--- src/rtl/smart_home_pkg.sv ---
// ---------------------------------------------------------------------------
// smart_home_pkg
// Shared types for the smart-home conditioning and lighting stages.
//   occ_state_t  : occupancy FSM state (IDLE/CONFIRM/OCCUPIED/HOLD)
//   OCC_*        : numeric encodings, for blocks that see the state as a
//                  plain 2-bit bus
//   is_occupied  : 1 for the states in which the room counts as occupied
// ---------------------------------------------------------------------------
package smart_home_pkg;

    localparam logic [1:0] OCC_IDLE     = 2'd0;
    localparam logic [1:0] OCC_CONFIRM  = 2'd1;
    localparam logic [1:0] OCC_OCCUPIED = 2'd2;
    localparam logic [1:0] OCC_HOLD     = 2'd3;

    typedef enum logic [1:0] {
        IDLE     = OCC_IDLE,
        CONFIRM  = OCC_CONFIRM,
        OCCUPIED = OCC_OCCUPIED,
        HOLD     = OCC_HOLD
    } occ_state_t;

    // Occupied means the lights should be on: confirmed motion, or the
    // hold-off period after motion stopped.
    function automatic logic is_occupied(input occ_state_t s);
        return (s == OCCUPIED) || (s == HOLD);
    endfunction

endpackage

--- src/rtl/tick_prescaler.sv ---
// ---------------------------------------------------------------------------
// tick_prescaler
// Free-running divider producing a one-cycle timing tick every DIV clocks.
// The counter runs 0..DIV-1 and tick is high during the cycle at DIV-1, so
// the first tick after reset is seen by the clock edge that ends cycle DIV.
// With DIV=1 tick is permanently high.
//   clk   in  1  system clock
//   rst   in  1  asynchronous, active-high reset (counter to 0)
//   tick  out 1  one-cycle strobe at counter wrap
// ---------------------------------------------------------------------------
module tick_prescaler #(
    parameter int DIV = 50
) (
    input  logic clk,
    input  logic rst,
    output logic tick
);

    localparam int W = (DIV > 1) ? $clog2(DIV) : 1;
    localparam logic [W-1:0] LAST = W'(DIV - 1);

    logic [W-1:0] cnt_reg;

    always_ff @(posedge clk or posedge rst) begin
        if (rst) begin
            cnt_reg <= '0;
        end else if (cnt_reg == LAST) begin
            cnt_reg <= '0;
        end else begin
            cnt_reg <= cnt_reg + W'(1);
        end
    end

    assign tick = (cnt_reg == LAST);

endmodule

--- src/rtl/motion_occupancy.sv ---
// ---------------------------------------------------------------------------
// motion_occupancy
// Conditions a raw PIR detector for the lighting stage: two-flop
// synchroniser, tick-based debounce before declaring motion, and a
// programmable hold time after motion stops so the lights do not drop out
// between PIR pulses. A manual vacancy pulse forces IDLE and locks out
// re-detection until the PIR has been seen low once.
//
// Ports
//   clk           in   1  system clock
//   rst           in   1  asynchronous, active-high reset
//   pirRaw        in   1  raw PIR output, asynchronous to clk
//   manualOff     in   1  single-cycle vacancy pulse
//   motionSensor  out  1  registered occupancy flag (OCCUPIED or HOLD)
//   occState      out  2  current FSM state (IDLE=0 CONFIRM=1 OCCUPIED=2 HOLD=3)
//   eventCount    out  8  only with MOTION_EVENT_COUNT_EN: saturating count of
//                         entries into OCCUPIED from CONFIRM or HOLD
//
// Build option: define MOTION_EVENT_COUNT_EN to add the eventCount port.
// ---------------------------------------------------------------------------
module motion_occupancy
    import smart_home_pkg::*;
#(
    parameter int TICK_DIV       = 50,
    parameter int DEBOUNCE_TICKS = 3,
    parameter int HOLD_TICKS     = 20
) (
    input  logic       clk,
    input  logic       rst,
    input  logic       pirRaw,
    input  logic       manualOff,
    output logic       motionSensor,
    output logic [1:0] occState
`ifdef MOTION_EVENT_COUNT_EN
    ,
    output logic [7:0] eventCount
`endif
);

    localparam int DW = $clog2(DEBOUNCE_TICKS + 1);
    localparam int HW = $clog2(HOLD_TICKS + 1);

    localparam logic [DW-1:0] DEB_MAX  = DW'(DEBOUNCE_TICKS);
    localparam logic [DW-1:0] DEB_LAST = DW'(DEBOUNCE_TICKS - 1);
    localparam logic [HW-1:0] HOLD_MAX = HW'(HOLD_TICKS);
    localparam logic [HW-1:0] HOLD_ONE = HW'(1);

    // ---------------------------------------------------------------
    // Synchroniser: the FSM only ever looks at pir_s_reg.
    // ---------------------------------------------------------------
    logic pir_meta_reg;
    logic pir_s_reg;

    always_ff @(posedge clk or posedge rst) begin
        if (rst) begin
            pir_meta_reg <= 1'b0;
            pir_s_reg    <= 1'b0;
        end else begin
            pir_meta_reg <= pirRaw;
            pir_s_reg    <= pir_meta_reg;
        end
    end

    // ---------------------------------------------------------------
    // Timing tick. The prescaler is free-running so tick phase is
    // independent of when the FSM changes state; this is what makes the
    // debounce and hold latencies a one-tick window rather than exact.
    // ---------------------------------------------------------------
    logic tick;

    tick_prescaler #(
        .DIV (TICK_DIV)
    ) u_tick_prescaler (
        .clk  (clk),
        .rst  (rst),
        .tick (tick)
    );

    // ---------------------------------------------------------------
    // FSM state and counters
    // ---------------------------------------------------------------
    occ_state_t    state_reg,    state_next;
    logic [DW-1:0] deb_cnt_reg,  deb_cnt_next;
    logic [HW-1:0] hold_cnt_reg, hold_cnt_next;
    logic          lockout_reg,  lockout_next;
    logic          motion_reg,   motion_next;

    always_ff @(posedge clk or posedge rst) begin
        if (rst) begin
            state_reg    <= IDLE;
            deb_cnt_reg  <= '0;
            hold_cnt_reg <= '0;
            lockout_reg  <= 1'b0;
            motion_reg   <= 1'b0;
        end else begin
            state_reg    <= state_next;
            deb_cnt_reg  <= deb_cnt_next;
            hold_cnt_reg <= hold_cnt_next;
            lockout_reg  <= lockout_next;
            motion_reg   <= motion_next;
        end
    end

    always_comb begin
        state_next    = state_reg;
        deb_cnt_next  = deb_cnt_reg;
        hold_cnt_next = hold_cnt_reg;
        lockout_next  = lockout_reg;

        if (manualOff) begin
            // Vacancy override. Lockout keeps a PIR that is still high from
            // immediately re-occupying the room.
            state_next    = IDLE;
            deb_cnt_next  = '0;
            hold_cnt_next = '0;
            lockout_next  = 1'b1;
        end else begin
            case (state_reg)
                IDLE: begin
                    if (lockout_reg) begin
                        if (!pir_s_reg) begin
                            lockout_next = 1'b0;
                        end
                    end else if (pir_s_reg) begin
                        state_next   = CONFIRM;
                        deb_cnt_next = '0;
                    end
                end

                CONFIRM: begin
                    if (!pir_s_reg) begin
                        state_next = IDLE;
                    end else if (tick) begin
                        // The tick that brings the count to DEBOUNCE_TICKS
                        // also confirms; the count saturates there.
                        if (deb_cnt_reg >= DEB_LAST) begin
                            deb_cnt_next = DEB_MAX;
                            state_next   = OCCUPIED;
                        end else begin
                            deb_cnt_next = deb_cnt_reg + DW'(1);
                        end
                    end
                end

                OCCUPIED: begin
                    if (!pir_s_reg) begin
                        state_next    = HOLD;
                        hold_cnt_next = HOLD_MAX;
                    end
                end

                HOLD: begin
                    // Retrigger is checked first so it wins over expiry on
                    // the final tick; no re-debounce is needed here.
                    if (pir_s_reg) begin
                        state_next = OCCUPIED;
                    end else if (tick) begin
                        if (hold_cnt_reg <= HOLD_ONE) begin
                            hold_cnt_next = '0;
                            state_next    = IDLE;
                        end else begin
                            hold_cnt_next = hold_cnt_reg - HW'(1);
                        end
                    end
                end

                default: begin
                    state_next = IDLE;
                end
            endcase
        end
    end

    // Output decode: motionSensor is registered from the next state so it
    // changes on the same edge as occState.
    always_comb begin
        motion_next = is_occupied(state_next);
    end

    assign motionSensor = motion_reg;
    assign occState     = state_reg;

`ifdef MOTION_EVENT_COUNT_EN
    // ---------------------------------------------------------------
    // Occupancy event counter: counts fresh confirmations and retriggers.
    // ---------------------------------------------------------------
    logic [7:0] event_cnt_reg;

    always_ff @(posedge clk or posedge rst) begin
        if (rst) begin
            event_cnt_reg <= 8'd0;
        end else if ((state_reg == CONFIRM || state_reg == HOLD) &&
                     state_next == OCCUPIED &&
                     event_cnt_reg != 8'hFF) begin
            event_cnt_reg <= event_cnt_reg + 8'd1;
        end
    end

    assign eventCount = event_cnt_reg;
`endif

endmodule
--- config.mk ---
export PLATFORM = sky130hd
export DESIGN_NAME = motion_occupancy
export DESIGN_NICKNAME = d
export VERILOG_FILES = /design/src/rtl/smart_home_pkg.sv /design/src/rtl/tick_prescaler.sv /design/src/rtl/motion_occupancy.sv
export SDC_FILE = /design/constraint.sdc
export NUM_CORES = 1
export LEC_CHECK = 0
export ABC_AREA = 1
export BUFFER_PORTS_ARGS = -buffer_cell sky130_fd_sc_hd__clkbuf_2
export CAP_MARGIN = 20
export CORE_UTILIZATION = 52
export DETAILED_ROUTE_END_ITERATION = 7
export PLACE_DENSITY = 0.73
export RECOVER_POWER = 50
export SLEW_MARGIN = 40
export SYNTH_ARGS = -nofsm -noshare
export SYNTH_HDL_FRONTEND = slang
export SYNTH_SLANG_ARGS = --single-unit
--- constraint.sdc ---
create_clock -name clk -period 1.23 [get_ports clk]
set_input_delay 0.246 -clock clk [delete_from_list [all_inputs] [get_ports clk]]
set_output_delay 0.246 -clock clk [all_outputs]
set_load 0.01 [all_outputs]
==> results of run 1 <==
[metal layers]
metal	GRT usage (%)	wire length, µm
met1	25.4	930
met2	35.1	1250
met3	2.64	51
met4	6.67	16
met5	0	0
[synthesized netlist by cell type]
master     count  area share, %
nand3b_1       1           0.70
inv_2          6            2.1
a21oi_1        7            3.2
xnor2_1        2            1.6
buf_6          1            1.0
nand2_1       22            7.6
nor3_2         1           0.93
o21ai_0        5            2.3
clkinv_2       1           0.46
o21ai_2        5            4.1
ha_1           4            4.6
o21a_1         1           0.70
nand3_1        8            3.7
nor2_4         2            2.1
dfrtp_1       19             44
nor2_1         9            3.1
nor3_1         2           0.93
nor2_2         6            3.5
o2111ai_1      1           0.81
nand2_2        3            1.7
nand2_4        4            4.2
xor2_1         2            1.6
inv_1         14            4.9
[placed cells by master, fill, tap and decap left out, drive strengths merged, types with 2 or more instances in the layout]
master and n:
xnor2 2, nand2 29, inv 20, nand3 8
a21oi 7, nor3 3, buf 11, xor2 2
nor2 17, clkbuf 11, ha 4, o21ai 10
dfrtp 19
[area by class of cell]
class / count / area [µm²]
Clock buffer: 4 / 26.3
Fill cell: 167 / 582
Inverter: 21 / 82.6
Multi-Input combinational cell: 85 / 624
Sequential cell: 19 / 478
Tap cell: 27 / 33.8
Timing Repair Buffer: 19 / 135
[worst paths after layout]
check                                                 startpoint                                    end  cells after the start  slack (ns)
min in group asynchronous                                    rst  u_tick_prescaler.cnt_reg[3]$_DFF_PP0_                      4        0.57
max in group asynchronous                                    rst                  occState[0]$_DFF_PP0_                      4        0.31
min reg2reg                               pir_meta_reg$_DFF_PP0_                    pir_s_reg$_DFF_PP0_                      0        0.37
max                        u_tick_prescaler.cnt_reg[1]$_DFF_PP0_            hold_cnt_reg[4]$_DFFE_PP0P_                     11       -0.16
max reg2reg                u_tick_prescaler.cnt_reg[1]$_DFF_PP0_            hold_cnt_reg[4]$_DFFE_PP0P_                     11       -0.16
min                                                       pirRaw                 pir_meta_reg$_DFF_PP0_                      1        0.06
[cells by family after synthesis]
family | Yosys count | synth area share [%]
xor gates and xnor gates | 4 | 3.25
AOI/OAI and AO/OA | 19 | 11.1
adders and majority gates | 4 | 4.64
and+or+nand+nor | 58 | 28.5
DFF | 19 | 44.0
buffers and inverters | 22 | 8.46
[stage by stage]
stage / area [µm²] / instances / TNS (ns) / utilization (%)
2_1_floorplan: 1090 / 126 / -0.00674 / -
6_report: 1380 / 175 / -1.35 / 70.3
3_5_place_dp: 1200 / 166 / -0.417 / 61.2
5_1_grt: 1380 / 175 / -2.40 / 70.3
4_1_cts: 1270 / 173 / -0.490 / 64.6
3_3_place_gp: 1200 / 166 / -0.192 / 61.2
[timing repair]
action | 4_1_cts | 5_1_grt
hold buffers | 1 | 0
cloned | 0 | 0
setup endpoints to repair | 12 | 16
gates resized for setup | 7 | 26
pin swaps | 0 | 7
buffers inserted | 2 | 3
endpoints found under the hold margin | 19 | 0
[power by group]
group | total, mW | leakage (nW) | switching [mW] | internal [mW]
Combinational | 0.123 | 0.404 | 0.0799 | 0.0435
Sequential | 0.659 | 0.240 | 0.0201 | 0.639
Clock | 0.314 | 0.0150 | 0.188 | 0.126
==> impl_metrics.yaml, run 1 <==
worst_setup_path:
  max_stage_delay_ns: 0.41
  cp_top_family: "simple AND/OR/NAND/NOR gates"
  path_max_fanout: 5
  arrival_ns: 1.58
  critPathSlowestCell: "dfrtp_1"
  critPathKind: "flop to flop"
  crit_buf_inv: 3
  crit_chain: "inv_2 -> ha_4 -> inv_2 -> nor2_4 -> nand2_4 -> nand2_4 -> nand2_4 -> nand2_4 -> inv_4 -> nand2_1 -> nand2_1"
  start_kind: "flop"
  end_kind: "flop"
  cpMostUsedCell: "nand2_4"
  required_ns: 1.42
drt:
  drc: 0
  via_per_inst: 5.12
  drt_wl_total_um: 2250
  wl_per_cell_um: 12.8
  drtAntennaViolNets: 0
  drtIter0Drc: 14
  route.vias.total: 896
  first_pass_iters: 4
clock_network:
  path_clk_slew_ns: 0.11
  cts_buffer_depth: 2
  cts_tree: "done"
  clock-sinks: 19
  clock_latency_ns: 0.29
  cts-htree-levels: 1
  cts_buffers: 3
  cts_root_buf: "clkbuf_4"
placed_design:
  io_buffers: 6
  hpwl_um: 1550
  pre_cts_ws_ns: -0.0634
  globalplace.congestion: 0.868
logic_synthesis:
  syn_inst: 126
  syn_area_per_cell_um2: 8.57
  synth_area_mm2: 0.00108
  synth-seq-cells: 19
  syn_nets: 134
  yosysUniqueCellTypes: 23
  seq_area_frac_synth_pct: 44.0
  yosys_warnings: 0
run_status:
  status: "complete, but fails checks"
  violations: "negative setup slack"
die:
  rows: 16
  core_mm2: 0.00196
  ios: 7
  die-area_mm2: 0.00226
  initial_utilization_pct: 55.0
  die_y_um: 47.6
  die_w_um: 47.6
power:
  p_total_mw: 1.10
  peakVddDrop_mv: 0.552
  p_leak_nw: 0.658
  power_density_mw_per_mm2: 794
sta:
  relSlewSlack_pct: 68.0
  worst_slack_ns: -0.162
  hold_slack_ns: 0.0552
  fin_crit_ns: 1.39
  fin_skew_ns: 0.00179
  fmax_ghz: 0.718
  period_share_pct: 113
  worst_pin_slew_ns: 0.480
  setup_viol_count_final: 13
  rsz0062_at_grt: "yes"
  hold_violations: 0
  slew_viol_final: 0
grt:
  grt_pass1_wl_um: 3210
  grt_pass1_vias: 806
  grt_max_degree: 20
  grt-ovfl-total: 0
  grtUsageTotal_pct: 20.0
  antenna_found_initial: 0
final_layout:
  largest_reg_flops: 6
  antenna_cells: 0
  area_growth_pct: 27.8
  drive_above_1_share_pct: 46.6
  nets: 157
run:
  maxCapViolCount: 0
hold_path:
  hp-class: "input port to flop"
Note: power is estimated with default switching activity, not from simulation.
==> inputs of run 2 (changes only) <==
--- a/config.mk
+++ b/config.mk
@@ -8,6 +8,7 @@
 export ABC_AREA = 1
 export BUFFER_PORTS_ARGS = -buffer_cell sky130_fd_sc_hd__clkbuf_2
 export CAP_MARGIN = 20
+export CORE_MARGIN = 4
 export CORE_UTILIZATION = 52
 export DETAILED_ROUTE_END_ITERATION = 7
 export PLACE_DENSITY = 0.73
==> run 2 against run 1 <==
Against the previous run: the flow still finishes with violations (negative setup slack); via count shrank 4.1%; wire length shrank 7.5%; global-route usage shrank 4.0 points; sequential power is essentially flat; final area shrank 2.4%; sequential cell count is the same; critical path depth shrank 2; hold slack lost 0.020 ns; die area grew 27%; sequential share of layout area grew 0.93 points; cell count is the same.
==> impl_metrics.yaml, run 2 (same netlist as run 1, synthesis figures left out) <==
clock_network:
  cts_buffers: 3
  cts_buffer_depth: 2
  cts_tree: "done"
  clock-sinks: 19
  cts_root_buf: "clkbuf_4"
  cts-htree-levels: 1
  clock_latency_ns: 0.31
  path_clk_slew_ns: 0.12
worst_setup_path:
  crit_chain: "inv_1 -> ha_2 -> inv_2 -> nor2_4 -> nand2_4 -> o21ai_4 -> nand2_4 -> nand2_2 -> o21ai_2"
  critPathSlowestCell: "dfrtp_1"
  required_ns: 1.43
  start_kind: "flop"
  critPathKind: "flop to flop"
  path_max_fanout: 5
  r2r_setup_slack_ns: -0.11
  worstReg2RegStart: "u_tick_prescaler.cnt_reg[1]$_DFF_PP0_"
  cpMostUsedCell: "nand2_4"
  rr_endpoint: "deb_cnt_reg[1]$_DFFE_PP0P_"
  max_stage_delay_ns: 0.40
  end_kind: "flop"
  reg2regPathDepth: 9
  arrival_ns: 1.54
grt:
  antenna_found_initial: 0
  grt_pass1_wl_um: 3380
  grt_pass1_vias: 811
  grt-ovfl-total: 0
  grtUsageTotal_pct: 16.0
  grt_max_degree: 20
sta:
  fin_crit_ns: 1.34
  fin_skew_ns: 0.0101
  fmax_ghz: 0.745
  setup_viol_count_final: 12
  period_share_pct: 109
  hold_violations: 0
  worst_pin_slew_ns: 0.461
  rsz0062_at_grt: "yes"
  hold_slack_ns: 0.0348
  slew_viol_final: 0
  worst_slack_ns: -0.112
  relSlewSlack_pct: 69.2
  fin_tns_setup_ns: -0.827
power:
  p_total_mw: 1.13
  p_leak_nw: 0.658
  peakVddDrop_mv: 0.604
  power_density_mw_per_mm2: 838
run_status:
  violations: "negative setup slack"
  status: "complete, but fails checks"
placed_design:
  hpwl_um: 1480
  post_dp_cell_area_mm2: 0.00120
  io_buffers: 6
  pre_cts_ws_ns: -0.0832
  dp_cells: 166
  globalplace.congestion: 0.796
run:
  maxCapViolCount: 0
drt:
  first_pass_iters: 4
  drt_wl_total_um: 2080
  via_per_inst: 4.91
  route.vias.total: 859
  drc: 0
  drtAntennaViolNets: 0
  wl_per_cell_um: 11.9
  drtIter0Drc: 11
final_layout:
  fin_cells: 175
  fin_area_mm2: 0.00135
  antenna_cells: 0
  fill_cells: 176
  drive_above_1_share_pct: 47.3
  final_common_cell: "dfrtp_1"
  nets: 157
  fin_util_pct: 68.7
  area_growth_pct: 24.8
  largest_reg_flops: 6
  final_cell_mix: "dfrtp_1, nand2_1, inv_1"
die:
  ios: 7
  die_y_um: 53.6
  rows: 16
  die_w_um: 53.6
  die-area_mm2: 0.00287
  initial_utilization_pct: 55.0
  core_mm2: 0.00196
hold_path:
  holdPathEnd: "pir_meta_reg$_DFF_PP0_"
  min_path_cells: 1
  worstHoldStart: "pirRaw"
  hp-class: "input port to flop"
==> run 2: worst max-delay path by stage <==
| stage | start | endpoint | depth (start not counted) |
|---|---|---|---|
| floorplan | u_tick_prescaler.cnt_reg[1]$_DFF_PP0_ | hold_cnt_reg[0]$_DFFE_PP0P_ | 11 |
| global placement | u_tick_prescaler.cnt_reg[1]$_DFF_PP0_ | hold_cnt_reg[1]$_DFFE_PP0P_ | 11 |
| detailed placement | u_tick_prescaler.cnt_reg[1]$_DFF_PP0_ | hold_cnt_reg[0]$_DFFE_PP0P_ | 11 |
| CTS | u_tick_prescaler.cnt_reg[1]$_DFF_PP0_ | hold_cnt_reg[0]$_DFFE_PP0P_ | 11 |
| global route | u_tick_prescaler.cnt_reg[1]$_DFF_PP0_ | hold_cnt_reg[4]$_DFFE_PP0P_ | 11 |
| finish | u_tick_prescaler.cnt_reg[1]$_DFF_PP0_ | deb_cnt_reg[1]$_DFFE_PP0P_ | 9 |
==> run 2: critical path: cells and delay by family (launching register included) <==
kind                     cells  cell delay (ns)
flip-flops                   1             0.40
AND/OR/NAND/NOR              4             0.36
AO/OA/AOI/OAI                2             0.22
adder cells (fa/ha/maj)      1             0.16
buffers and inverters        2             0.10
==> run 2: timing repair <==
item | CTS | global route
buffers inserted | 2 | 2
resized for setup | 5 | 24
pin swaps | 0 | 7
hold buffers | 1 | 0
endpoints found under the setup margin | 12 | 14
endpoints found under the hold margin | 19 | 0
==> run 2: layout make-up <==
cell class                 instances  area [µm²]  share of cell area (%)
sequential                        19         479                    35.6
timing repair buffer              19         134                    9.93
clock buffer                       3        22.5                    1.67
multi-input combinational         85         588                    43.6
inverter                          21        82.6                    6.13
tap                               27        33.8                    2.51
clock inverter                     1        7.51                   0.557
==> run 2: per-layer routing <==
metal  wire, µm  up-vias  track usage (%)
met2       1040        8             25.5
met5          0        -                0
met1        971      407             21.6
li1           -      442                -
met3         46        2             2.49
met4         19        0             6.38
==> run 2: power by group <==
group	internal [mW]	switching, mW
Combinational	0.0532	0.0822
Clock	0.124	0.212
Sequential	0.639	0.0194
==> inputs of run 3 (changes only) <==
--- a/config.mk
+++ b/config.mk
@@ -13,7 +13,9 @@
 export DETAILED_ROUTE_END_ITERATION = 7
 export PLACE_DENSITY = 0.73
 export RECOVER_POWER = 50
+export REMOVE_ABC_BUFFERS = 1
 export SLEW_MARGIN = 40
 export SYNTH_ARGS = -nofsm -noshare
 export SYNTH_HDL_FRONTEND = slang
+export SYNTH_HIERARCHICAL = 1
 export SYNTH_SLANG_ARGS = --single-unit
==> run 3 against run 2 <==
Against the previous run: the flow still finishes with violations (negative setup slack); synthesized area shrank 1.0%; global-route usage rose by 1.6 points; via count is 11% higher; wire length increased by 5.5%; critical endpoint is now hold_cnt_reg[3]$_DFFE_PP0P_; largest cell class unchanged.
==> impl_metrics.yaml, run 3 <==
logic_synthesis:
  synth-seq-cells: 19
  seq_area_frac_synth_pct: 44.5
  syn_inst: 135
  synth-main-ff-cell: "dfrtp_1"
  synth_area_mm2: 0.00107
  yosysMostFrequentCell: "nand2_1"
  yosys.area.top_type_share_pct: 44.5
  synth_edf_count: 0
  async_flop_share_pct: 100
  yosys_warnings: 6
  synth_top_cell_by_area: "dfrtp_1"
  syn_area_per_cell_um2: 7.92
  yosysUniqueCellTypes: 23
  ys_top_cells_by_area: "dfrtp_1, nand2_1, inv_1"
  yosys-top-cells-count: "nand2_1, inv_1, dfrtp_1"
power:
  p_leak_nw: 0.709
  p_total_mw: 1.09
  power_density_mw_per_mm2: 794
  peakVddDrop_mv: 0.787
worst_setup_path:
  worstReg2RegStart: "u_tick_prescaler/cnt_reg[1]$_DFF_PP0_"
  crit_start: "u_tick_prescaler/cnt_reg[1]$_DFF_PP0_"
  start_kind: "flop"
  r2r_setup_slack_ns: -0.14
  path_max_fanout: 5
  crit_end: "hold_cnt_reg[3]$_DFFE_PP0P_"
  end_kind: "flop"
  reg2regPathDepth: 10
  critPathKind: "flop to flop"
  rr_endpoint: "hold_cnt_reg[3]$_DFFE_PP0P_"
  required_ns: 1.48
  arrival_ns: 1.62
clock_network:
  path_clk_slew_ns: 0.11
  cts_buffers: 3
  clock-sinks: 19
  cts_root_buf: "clkbuf_4"
  cts-htree-levels: 1
  cts_buffer_depth: 2
  cts_tree: "done"
  clock_latency_ns: 0.30
run:
  maxCapViolCount: 0
drt:
  drtAntennaViolNets: 0
  first_pass_iters: 4
  drtIter0Drc: 16
  drt_wl_total_um: 2190
  drc: 0
  wl_per_cell_um: 11.5
  route.vias.total: 950
  via_per_inst: 5.00
sta:
  hold_violations: 0
  slew_viol_final: 0
  worst_pin_slew_ns: 0.510
  fmax_ghz: 0.730
  rsz0062_at_grt: "yes"
  period_share_pct: 111
  relSlewSlack_pct: 66.0
  setup_viol_count_final: 10
  worst_slack_ns: -0.140
  fin_crit_ns: 1.37
  fin_skew_ns: 0.00340
final_layout:
  fin_cells: 190
  final_cell_mix: "nand2_1, inv_1, dfrtp_1"
  final_common_cell: "nand2_1"
  drive_above_1_share_pct: 32.5
  area_growth_pct: 28.2
  largest_reg_flops: 6
  nets: 172
  antenna_cells: 0
placed_design:
  io_buffers: 6
  globalplace.congestion: 0.828
  dp_cells: 183
  hpwl_um: 1490
hold_path:
  worstHoldStart: "pirRaw"
  hp-class: "input port to flop"
die:
  initial_utilization_pct: 54.5
  die_y_um: 53.3
  rows: 16
  ios: 7
  core_mm2: 0.00196
  die-area_mm2: 0.00284
  die_w_um: 53.3
grt:
  top_usage_layer: "met2"
  grtUsageTotal_pct: 17.5
  grt_pass1_wl_um: 3590
  antenna_found_initial: 0
  use_met1_pct: 21.0
  grt_pass1_vias: 905
  grt_use_met3_pct: 3.38
  grt-ovfl-total: 0
  grtUsageMet2_pct: 30.0
  grt_max_degree: 14
run_status:
  violations: "negative setup slack"
  status: "complete, but fails checks"
## run 3: cell count changes after synthesis, sizes merged, moves of 3 or more
| cell | change |
|---|---|
| xor2 | +3 |
| o21ai | -5 |
| nand2 | +7 |
| inv | +5 |
## run 3: repair_timing
action	4_1_cts	5_1_grt
buffers inserted	2	2
hold buffers	1	0
hold endpoints to repair	19	0
setup endpoints to repair	11	12
resized for setup	7	16
cloned	0	0
pin swaps	6	12
## run 3: worst min path at each step
| stage | end | slack [ns] | depth (start not counted) |
|---|---|---|---|
| 2_1_floorplan | u_tick_prescaler/cnt_reg[0]$_DFF_PP0_ | 0.04 | 1 |
| 3_3_place_gp | u_tick_prescaler/cnt_reg[5]$_DFF_PP0_ | 0.17 | 2 |
| 3_5_place_dp | u_tick_prescaler/cnt_reg[5]$_DFF_PP0_ | 0.17 | 2 |
| 4_1_cts | pir_meta_reg$_DFF_PP0_ | 0.04 | 1 |
| 5_1_grt | pir_meta_reg$_DFF_PP0_ | 0.03 | 1 |
| 6_report | pir_meta_reg$_DFF_PP0_ | 0.04 | 1 |
## run 3: area by class of cell
class	count	area [µm²]
multi-input combinational	90	559
fill	178	592
inverter	25	96.3
timing repair buffer	25	178
tap	27	33.8
clock buffer	4	26.3
sequential	19	477
## run 3: where the power goes
group | switching [mW] | internal [mW] | total (mW)
Sequential | 0.0107 | 0.638 | 0.649
Clock | 0.195 | 0.127 | 0.322
Combinational | 0.0714 | 0.0463 | 0.118
Total | 0.277 | 0.811 | 1.09
## run 3: routing by layer
layer | vias to the layer above | part of all wire (%)
li1 | 473 | -
met3 | 8 | 4.1
met2 | 25 | 50
met1 | 444 | 43
met5 | - | 0
met4 | 0 | 2.5
## run 3: metrics by stage
stage               utilization [%]  TNS, ns  setup WS, ns  cell area [µm²]  hold slack [ns]
floorplan                         -   -0.939        -0.139             1060           0.0370
global placement               63.5   -0.818        -0.140             1240            0.166
detailed placement             63.5    -1.23        -0.183             1240            0.173
CTS                            67.2    -1.07        -0.148             1320           0.0367
global route                   69.8    -1.91        -0.241             1370           0.0312
finish                         69.8    -1.01        -0.140             1370           0.0406
## run 3: critical path: stages, from the launching register on
cell and delay (ns):
dfrtp_1 0.40, inv_2 0.07, ha_4 0.13, nand3_4 0.08
inv_4 0.10, nor2_4 0.05, nor3_4 0.16, nand2_2 0.08
nor2_2 0.11, nand2_1 0.06, nand2_1 0.05
## run 3: kinds of logic (layout without fill, tap and decap cells)
family	after synthesis	in the layout	synth area share (%)
compound gates	14	14	7.96
xor+xnor	5	5	4.10
fa+ha+maj	4	4	4.68
buf+inv	26	54	9.49
flops	19	19	44.5
simple gates	67	67	29.3
